$ cat src/rtl/chunked_clause_evaluator.sv
// rtl/chunked_clause_evaluator.sv - streams clause literals in LANES-wide beats and emits one SAT/UNIT/CONFLICT/UNRESOLVED verdict.
// Optional early-SAT verdict with beat draining is enabled by defining CLAUSE_EVAL_EARLY_SAT_EN.
module chunked_clause_evaluator #(
    parameter int LANES     = 5,
    parameter int VAR_BITS  = 8,
    parameter int ID_BITS   = 8,
    parameter int BEAT_BITS = 4
) (
    input  logic                      clock,
    input  logic                      reset,
    input  logic                      in_valid,
    output logic                      in_ready,
    input  logic                      in_last,
    input  logic [ID_BITS-1:0]        in_clause_id,
    input  logic [LANES-1:0]          in_unassign,
    input  logic [LANES-1:0]          in_mask,
    input  logic [LANES-1:0]          in_pole,
    input  logic [LANES-1:0]          in_val,
    input  logic [LANES*VAR_BITS-1:0] in_variable,
    output logic                      out_valid,
    input  logic                      out_ready,
    output logic [ID_BITS-1:0]        out_clause_id,
    output logic [1:0]                out_status,
    output logic [VAR_BITS-1:0]       out_implied_variable,
    output logic                      out_new_val,
    output logic [BEAT_BITS-1:0]      out_beats
);

    localparam logic [1:0] ST_UNRESOLVED = 2'd0;
    localparam logic [1:0] ST_UNIT       = 2'd1;
    localparam logic [1:0] ST_SAT        = 2'd2;
    localparam logic [1:0] ST_CONFLICT   = 2'd3;

`ifdef CLAUSE_EVAL_EARLY_SAT_EN
    typedef enum logic [1:0] {S_IDLE, S_ACCUM, S_DONE, S_DRAIN} state_t;
`else
    typedef enum logic [1:0] {S_IDLE, S_ACCUM, S_DONE} state_t;
`endif

    state_t               state_q;
    logic                 sat_q;
    logic [1:0]           free_q;
    logic [VAR_BITS-1:0]  imp_var_q;
    logic                 imp_val_q;
    logic [BEAT_BITS-1:0] beats_q;
    logic [ID_BITS-1:0]   id_q;

    logic                 out_valid_q;
    logic [1:0]           out_status_q;
    logic [ID_BITS-1:0]   out_clause_id_q;
    logic [VAR_BITS-1:0]  out_implied_q;
    logic                 out_new_val_q;
    logic [BEAT_BITS-1:0] out_beats_q;

    logic                 sat_d;
    logic [1:0]           free_d;
    logic [VAR_BITS-1:0]  imp_var_d;
    logic                 imp_val_d;
    logic [BEAT_BITS-1:0] beats_d;
    logic [ID_BITS-1:0]   id_d;
    logic [1:0]           verdict_d;

    logic [LANES-1:0]     beat_true;
    logic [LANES-1:0]     beat_free;
    logic [1:0]           beat_free_cnt;
    logic [VAR_BITS-1:0]  lane_var;
    logic                 lane_val;
    logic [2:0]           free_sum;
    logic                 first_beat;
    logic                 accept;
    logic                 draining;
    logic                 emit;

`ifdef CLAUSE_EVAL_EARLY_SAT_EN
    assign draining = (state_q == S_DRAIN);
    assign in_ready = draining || !(out_valid_q && !out_ready);
    assign emit     = accept && !draining && (in_last || sat_d);
`else
    assign draining = 1'b0;
    assign in_ready = !(out_valid_q && !out_ready);
    assign emit     = accept && in_last;
`endif

    assign accept     = in_valid && in_ready;
    // IDLE and DONE both mean the next accepted beat opens a new clause.
    assign first_beat = (state_q == S_IDLE) || (state_q == S_DONE);

    always_comb begin
        beat_true     = in_mask & ~in_unassign & (in_val ^ in_pole);
        beat_free     = in_mask & in_unassign;
        beat_free_cnt = 2'd0;
        lane_var      = '0;
        lane_val      = 1'b0;
        for (int l = LANES - 1; l >= 0; l--) begin
            if (beat_free[l]) begin
                lane_var = in_variable[l*VAR_BITS +: VAR_BITS];
                lane_val = ~in_pole[l];
            end
        end
        for (int l = 0; l < LANES; l++) begin
            if (beat_free[l] && beat_free_cnt != 2'd2) begin
                beat_free_cnt = beat_free_cnt + 2'd1;
            end
        end

        sat_d     = (first_beat ? 1'b0 : sat_q) | (|beat_true);
        free_sum  = {1'b0, (first_beat ? 2'd0 : free_q)} + {1'b0, beat_free_cnt};
        free_d    = (free_sum >= 3'd2) ? 2'd2 : free_sum[1:0];
        imp_var_d = first_beat ? '0 : imp_var_q;
        imp_val_d = first_beat ? 1'b0 : imp_val_q;
        if ((first_beat || free_q == 2'd0) && beat_free != '0) begin
            imp_var_d = lane_var;
            imp_val_d = lane_val;
        end
        if (first_beat) begin
            beats_d = {{(BEAT_BITS-1){1'b0}}, 1'b1};
        end else if (beats_q == {BEAT_BITS{1'b1}}) begin
            beats_d = beats_q;
        end else begin
            beats_d = beats_q + 1'b1;
        end
        id_d = first_beat ? in_clause_id : id_q;

        if (sat_d) begin
            verdict_d = ST_SAT;
        end else if (free_d == 2'd1) begin
            verdict_d = ST_UNIT;
        end else if (free_d == 2'd2) begin
            verdict_d = ST_UNRESOLVED;
        end else begin
            verdict_d = ST_CONFLICT;
        end
    end

    always_ff @(posedge clock) begin
        if (reset) begin
            state_q         <= S_IDLE;
            sat_q           <= 1'b0;
            free_q          <= 2'd0;
            imp_var_q       <= '0;
            imp_val_q       <= 1'b0;
            beats_q         <= '0;
            id_q            <= '0;
            out_valid_q     <= 1'b0;
            out_status_q    <= 2'd0;
            out_clause_id_q <= '0;
            out_implied_q   <= '0;
            out_new_val_q   <= 1'b0;
            out_beats_q     <= '0;
        end else begin
            if (out_valid_q && out_ready) begin
                out_valid_q <= 1'b0;
            end
            if (state_q == S_DONE && out_ready) begin
                state_q <= S_IDLE;
            end

            if (draining) begin
`ifdef CLAUSE_EVAL_EARLY_SAT_EN
                if (accept && in_last) begin
                    state_q <= (out_valid_q && !out_ready) ? S_DONE : S_IDLE;
                end
`endif
            end else if (accept) begin
                sat_q     <= sat_d;
                free_q    <= free_d;
                imp_var_q <= imp_var_d;
                imp_val_q <= imp_val_d;
                beats_q   <= beats_d;
                id_q      <= id_d;
                if (in_last) begin
                    state_q <= S_DONE;
`ifdef CLAUSE_EVAL_EARLY_SAT_EN
                end else if (sat_d) begin
                    state_q <= S_DRAIN;
`endif
                end else begin
                    state_q <= S_ACCUM;
                end
            end

            if (emit) begin
                out_valid_q     <= 1'b1;
                out_status_q    <= verdict_d;
                out_clause_id_q <= id_d;
                out_implied_q   <= imp_var_d;
                out_new_val_q   <= imp_val_d;
                out_beats_q     <= beats_d;
            end
        end
    end

    assign out_valid            = out_valid_q;
    assign out_status           = out_status_q;
    assign out_clause_id        = out_clause_id_q;
    assign out_implied_variable = out_implied_q;
    assign out_new_val          = out_new_val_q;
    assign out_beats            = out_beats_q;

endmodule

$ cat config.mk
export PLATFORM = sky130hd
export DESIGN_NAME = chunked_clause_evaluator
export DESIGN_NICKNAME = d
export VERILOG_FILES = /design/src/rtl/chunked_clause_evaluator.sv
export SDC_FILE = /design/constraint.sdc
export NUM_CORES = 1
export LEC_CHECK = 0
export CAP_MARGIN = 40
export CORE_UTILIZATION = 40
export DETAILED_ROUTE_END_ITERATION = 8
export PLACE_DENSITY = 0.82
export SYNTH_ARGS = -nofsm -noshare
export SYNTH_HDL_FRONTEND = slang
export SYNTH_SLANG_ARGS = --single-unit
$ cat constraint.sdc
create_clock -name clock -period 7.6 [get_ports clock]
set_input_delay 1.9 -clock clock [delete_from_list [all_inputs] [get_ports clock]]
set_output_delay 1.9 -clock clock [all_outputs]
set_load 0.02 [all_outputs]
* Yosys cells after proc, flatten, opt, wreduce, memory -nomap -nowiden
Index checks and enable logic that the tools add are counted.
Word-level totals: register bits 50, bits in latches 0, bits in writable memories 0, memory bits (read-only) 0, bits of input ports 73, output and inout bits 25, memories 0
Cells by class: $add $sub $neg 6, multipliers 0, divide/modulo/power cells 0, order comparisons 1, eq/ne operators 8, shifts and indexed selects 0, muxes and demuxes 33, bitwise operators 11, reductions and logical operators 20
Operator list (number):
- $mux W8 | 8
- $mux W2 | 12
- $and A5 B5 Y5 | 3
- $mux W1 | 11
- $logic_and A1 B1 Y1 | 10
- $add A2 B1 Y2 const B | 4
- $mux W4 | 2
- $ne A2 B2 Y1 const B | 4
- $not A1 Y1 | 5
- $not A5 Y5 | 1
- $reduce_bool A5 Y1 | 1
- $reduce_or A5 Y1 | 1
- $xor A5 B5 Y5 | 1
- $add A4 B1 Y4 const B | 1
- $eq A2 B2 Y1 const B | 2
- $eq A4 B4 Y1 const B | 1
- $logic_not A2 Y1 | 2
- $reduce_bool A2 Y1 | 2
- $add A2 B2 Y3 | 1
- $ge A3 B2 Y1 const B | 1
- $eq A2 B1 Y1 const B | 1
- $logic_not A1 Y1 | 2
- $logic_or A1 B1 Y1 | 2
- $or A1 B1 Y1 | 1

* Depth between registers and ports, before layout
Gate-level depths: netlist of run 1.
depth in word-level cells 21, mapped depth 20, gate-level depth less buffers 18

* Worst setup path before layout of run 1
OpenSTA, ideal clock, no wires.
kind input port to flip-flop, start point input in_mask[0], end point register out_status_q[1] (netlist: out_status[1]), setup time 86 ps, data arrival time 5175 ps, required time 7514 ps, path slack 2339 ps, cell stages on the path 19, cells stage by stage and2_1 > buf_2 > inv_2 > buf_4 > ha_1 > xnor2_2 > ha_1 > nor2_2 > xor2_1 > ha_1 > nor2b_1 > xnor2_1 > ha_1 > inv_1 > fa_1 > nand3_1 > ha_1 > nor2_1 > a211oi_1
Between the ends: word-level cells in the longest chain between the ends 21
Ends and longest elaborated chain:
- from (decl) | line 16 | input logic [LANES-1:0] in_mask,
- parallel branches: the longest is 20 deep, another holds $add A2 B2 Y3
- $mux W2 * | line 124 | if (sat_d) begin
- to (signal assigned) | line 184 | out_status_q <= verdict_d;
- to (decl) | line 49 | logic [1:0] out_status_q;
Every way passes the cells marked *. A chain may end at the register's enable or synchronous reset.

* Worst setup path in the final report of run 1
Same ends and word-level chain as after synthesis.

==> impl_metrics.toml, run 1 <==
[cts]
post-cts-setup-buffers = 0
clk_latency_ns = 0.30
cts_tree = "yes"
cts.clk_slew.worst_paths_ns = 0.09
cts_num_sinks = 49
postCtsHoldBufs = 0
cts_buffers = 5
cts_max_path_buffers = 2
cts.repair.resized = 0
h-tree-depth = 2
root_buffer = "clkbuf_8"

[power_and_ir_drop]
power_uw = 620
ir_worst_vdd_v = 0.000111
power_leakage_nw = 1.37
cellPowerDensity_nw_per_um2 = 162

[global_route]
track_usage_pct = 20.8
antenna_found_initial = 0
grt_pass1_wl_mm = 12.1
grt_max_degree = 42
gr-total-overflow = 0
grt_pass1_vias = 2619

[timing]
fin_crit_sh_pct = 77.3
slew_violations = 0
worst_pin_slew_ns = 0.900
max_slew_margin_pct = 40.0
whs_ns = 0.469
finalSetupViolations = 0
timing.fmax_mhz = 170
fin_crit_ns = 5.87
fin_ws_ns = 1.73
grt_setup_unrepaired = "no"
finalHoldViolations = 0
fin_skew_ns = 0.00480
finalSetupTns_ns = 0

[routing]
wire_per_inst_um = 15.2
wl_met2_mm = 3.72
ant_nets = 0
wirelength_mm = 7.36
vias = 2703
vias_per_cell = 5.60
drt-initial-drc-count = 153
wl_met3_um = 447
post-route-drc-count = 0
wirelength_met1_mm = 3.09
routed.top_layer = "met4"
first_pass_iters = 4

[hold_path]
min_path_type = "reg -> reg"

[place]
port_buffers = 97
dp.cells = 475
dp_hpwl_mm = 5.44
pre_cts_ws_ns = 1.45
place_congestion = 0.851

[yosys]
synth-edff-count = 0
synth-main-ff-cell = "dfxtp_1"
synth-seq-cells = 49
ys_seq_area_share_pct = 35.5
ys_top_cells_by_count = "dfxtp_1 (49), a21oi_1 (37), nor2_1 (36), nand2_1 (20), o21ai_0 (20)"
ys_types = 51
syn-cell-area_sq_um = 2770
yosysTopAreaCellShare_pct = 35.5
async_flop_share_pct = 0
synth_nets = 405
ys_warn_count = 0
synthTopCellsByArea = "dfxtp_1 (35%), a21oi_1 (6.7%), nor2_1 (4.9%)"
syn_area_per_cell_sq_um = 8.51
netlist_instances = 325
synth_largest_area_cell = "dfxtp_1"
yosysMostFrequentCell = "dfxtp_1"

[setup_path]
slowest_delay_ns = 0.54
crit_required_ns = 7.81
r2r_slack_ns = 5.36
critPathBufInv = 3
worst_setup_path_start_kind = "primary input"
crit_path_end_kind = "flip-flop"
critPathKind = "in -> reg"
cp_top_family = "adder cells"
critPathArrivalTime_ns = 6.09
crit_path_cell_trace = "clkdlybuf4s50_1, and2_1, inv_2, ha_1, xnor2_2, ha_1, nor2_2, xor2_1, ha_1, nor2b_1, xnor2_1, ha_1, inv_1, fa_1, nand3_1, ha_1, nor2_1, a211oi_1"
crit_top_cell = "ha_1"
cp_slowest_cell = "fa_1"
cp_max_fo = 11

[layout]
final_cells = 483
final_layout_size_suffix_gt1_share_pct = 8.13
seq_area_sq_um = 981
antenna_cells = 0
fillerInstances = 557
synthToLayoutAreaGrowth_pct = 38.1
fin_nets = 485
multi_input_area_sq_um = 1620

[status]
status = "finished, final reports clean"

[die]
die_x_um = 85.1
ios = 98
die_y_um = 85.1
core_region_area_sq_um = 6490
rows = 29
initial_core_util_pct = 42.6
die-area_sq_um = 7250

[flow_run]
max-cap-violations = 0
-- worst reg2reg max path: cells and delay by family, from the launching register on --
family | cells | cell delay, ns
compound gates | 1 | 0.24
fa+ha+maj | 3 | 0.99
buf+inv | 1 | 0.05
flops | 1 | 0.53
simple gates | 3 | 0.36
-- layout make-up --
| class | instances | share of cell area, % |
|---|---|---|
| sequential | 49 | 25.7 |
| timing repair buffer | 99 | 26.4 |
| clock inverter | 3 | 0.459 |
| multi-input combinational | 243 | 42.4 |
| tap | 77 | 2.52 |
| clock buffer | 5 | 1.80 |
| inverter | 7 | 0.688 |
-- power by group --
part	internal [mW]	leakage (nW)	switching, mW
combinational	0.0914	0.928	0.0923
clock	0.0637	0.0439	0.0875
sequential	0.274	0.402	0.0107
-- through the flow --
step	area [sq um]	utilization [%]
global route	3820	58.8
CTS	3820	58.8
finish	3820	58.8
global placement	3690	56.8
floorplan	2770	-
detailed placement	3730	57.4
-- flip-flops by register name (all words and copies together) (netlist names) --
register,count
out_new_val,1
beats_q,4
id_q,8
out_valid,1
out_beats,4
imp_var_q,8
sat_q,1
state_q,1
imp_val_q,1
out_status,2
out_implied_variable,8
out_clause_id,8
free_q,2
-- layout by cell type (no fill, tap or decap), types with 2 or more instances in the layout --
master and instances:
clkdlybuf4s50_1 96, dfxtp_1 49, a21oi_1 37, nor2_1 36, nand2_1 20, o21ai_0 20, mux2i_1 10, o21ai_1 9
a311oi_1 9, and3_1 9, o211ai_1 9, a211oi_1 9, o2bb2ai_1 8, a211oi_2 8, and2_1 6, xnor2_1 6
ha_1 6, inv_1 5, clkbuf_8 5, nand3_1 4, nand2b_1 3, inv_2 2, xor2_1 2, nor2b_1 2
o22ai_1 2, a32o_1 2, nor3b_1 2, o21a_1 2, nand3b_1 2, clkinv_2 2
-- worst paths after layout --
check	endpoint	startpoint	cells past startpoint
worst max-delay path	out_status[1]	in_mask[0]	18
worst min-delay path	out_beats[1]	out_beats[1]	2
worst max register to register	out_status[1]	state_q[0]	8
worst min register to register	out_beats[1]	out_beats[1]	2
-- per-layer routing --
metal | global-route usage (%) | up-vias
met1 | 26.0 | 1246
li1 | - | 1353
met4 | 6.78 | 0
met3 | 4.77 | 12
met5 | 0 | -
met2 | 35.4 | 92
-- kinds of logic (layout without fill, tap and decap cells) --
family          count (synthesis)  count (layout)  share of synthesized area [%]
flops                          49              49                           35.5
simple gates                   92              92                           17.4
mux                            10              10                           3.62
compound gates                125             125                           31.0
fa+ha+maj                       7               7                           3.44
xor+xnor                        9               9                           3.12
buf+inv                        33             114                           5.97
No activity file was read; power rests on OpenSTA's default activity.
==> run 2: changes to the inputs <==
- PLACE_DENSITY: 0.82 -> 0.84
- clock period: 7.6 -> 5.2 ns (I/O delays scaled with it)
==> run 2 against run 1 <==
Sequential cell count is the same. Combinational power is 48% higher. First-iteration DRC count decreased by 11%. Register-to-register slack lost 2.6 ns. Critical endpoint unchanged. Largest power group unchanged.
==> impl_metrics.toml, run 2 (synthesized netlist as in run 1, its figures left out) <==
[layout]
fin_nets = 490
antenna_cells = 0
final_common_cell = "clkdlybuf4s50_1"
final_cell_mix = "clkdlybuf4s50_1 (96), dfxtp_1 (49), a21oi_1 (37)"
synthToLayoutAreaGrowth_pct = 41.1
final_layout_size_suffix_gt1_share_pct = 9.25
final_util_pct = 60.1

[setup_path]
crit_required_ns = 5.41
r2r_cells = 9
cp_top_family = "adder cells"
critPathBufInv = 3
cp_max_fo = 3
crit_top_cell = "ha_1"
startpoint = "in_mask[0]"
r2r-start = "state_q[0]"
cp_slowest_cell = "fa_1"
critPathArrivalTime_ns = 4.99
worst_setup_path_start_kind = "primary input"
crit_path_end_kind = "flip-flop"
crit_cells = 18
slowest_delay_ns = 0.52
crit_path_cell_trace = "clkdlybuf4s50_1, and2_1, inv_2, ha_1, xnor2_2, ha_1, nor2_2, xor2_1, ha_1, nor2b_1, xnor2_1, ha_1, inv_1, fa_1, nand3_1, ha_1, nor2_1, a211oi_1"
critPathKind = "in -> reg"

[timing]
whs_ns = 0.466
finalSetupViolations = 0
finalHoldViolations = 0
finalSetupTns_ns = 0
worst_pin_slew_ns = 0.836
fin_skew_ns = 0.0131
grt_setup_unrepaired = "no"
timing.fmax_mhz = 209
fin_crit_ns = 4.78
slew_violations = 0
max_slew_margin_pct = 44.2
fin_crit_sh_pct = 92.0

[routing]
wirelength_mm = 7.70
ant_nets = 0
drt-initial-drc-count = 136
vias = 2761
first_pass_iters = 4
post-route-drc-count = 0
vias_per_cell = 5.66
wire_per_inst_um = 15.8

[die]
initial_core_util_pct = 42.6
rows = 29
die_y_um = 85.1
die-area_sq_um = 7250
core_region_area_sq_um = 6490
ios = 98
die_x_um = 85.1

[place]
place_congestion = 0.865
dp_hpwl_mm = 5.80
port_buffers = 97

[global_route]
track_usage_pct = 21.9
grt_pass1_wl_mm = 12.7
gr-total-overflow = 0
antenna_found_initial = 0
grt_pass1_vias = 2706
grt_max_degree = 27

[cts]
cts_buffers = 5
cts.clk_slew.worst_paths_ns = 0.09
postCtsHoldBufs = 0
cts_tree = "yes"
cts_num_sinks = 49
cts.repair.resized = 0
h-tree-depth = 2
cts_max_path_buffers = 2
clk_latency_ns = 0.30
post-cts-setup-buffers = 0
root_buffer = "clkbuf_8"

[power_and_ir_drop]
ir_worst_vdd_v = 0.000175
power_leakage_nw = 1.42
cellPowerDensity_nw_per_um2 = 249

[flow_run]
max-cap-violations = 0

[hold_path]
whs_path_depth = 2
holdCritStartpoint = "out_beats[1]"
min_path_type = "reg -> reg"

[status]
status = "finished, final reports clean"
[run 2: layout make-up]
| class | count | area, sq um |
|---|---|---|
| Clock buffer | 6 | 82.6 |
| Clock inverter | 2 | 37.5 |
| Fill cell | 568 | 2590 |
| Inverter | 7 | 26.3 |
| Multi-Input combinational cell | 243 | 1620 |
| Sequential cell | 49 | 981 |
| Tap cell | 77 | 96.3 |
| Timing Repair Buffer | 104 | 1060 |
[run 2: worst min-delay path: stages, from the launching register on]
cell and delay [ns]:
dfxtp_1 0.32, nand2_1 0.05, a21oi_1 0.05
[run 2: through the flow]
| stage | cell area, sq um | setup slack [ns] | total power [mW] | std cells |
|---|---|---|---|---|
| 5_1_grt | 3900 | 0.193 | 1.02 | 488 |
| 3_5_place_dp | 3780 | 0.107 | 0.697 | 480 |
| 2_1_floorplan | 2770 | 0.539 | 0.579 | 325 |
| 6_report | 3900 | 0.418 | 0.973 | 488 |
| 4_1_cts | 3900 | 0.409 | 0.977 | 488 |
| 3_3_place_gp | 3730 | 0.255 | 0.681 | 478 |
[run 2: path summary, 6_finish.rpt]
check | slack (ns) | end
max | 0.42 | out_status[1]
min | 0.47 | out_beats[1]
max reg2reg | 2.73 | out_status[1]
min reg2reg | 0.47 | out_beats[1]
[run 2: metal layers]
layer  up-vias  track usage [%]  routed length [um]
li1       1358                -                   -
met1      1321             25.8                3290
met2        70             40.0                3940
met3        12             3.99                 321
met4         0             7.24                 152
met5         -                0                   0
[run 2: power breakdown]
part | leakage [nW] | total [mW] | switching (mW) | internal [mW]
clock | 0.0574 | 0.283 | 0.126 | 0.156
combinational | 0.957 | 0.272 | 0.136 | 0.137
sequential | 0.402 | 0.418 | 0.0173 | 0.401
total | 1.42 | 0.973 | 0.279 | 0.694
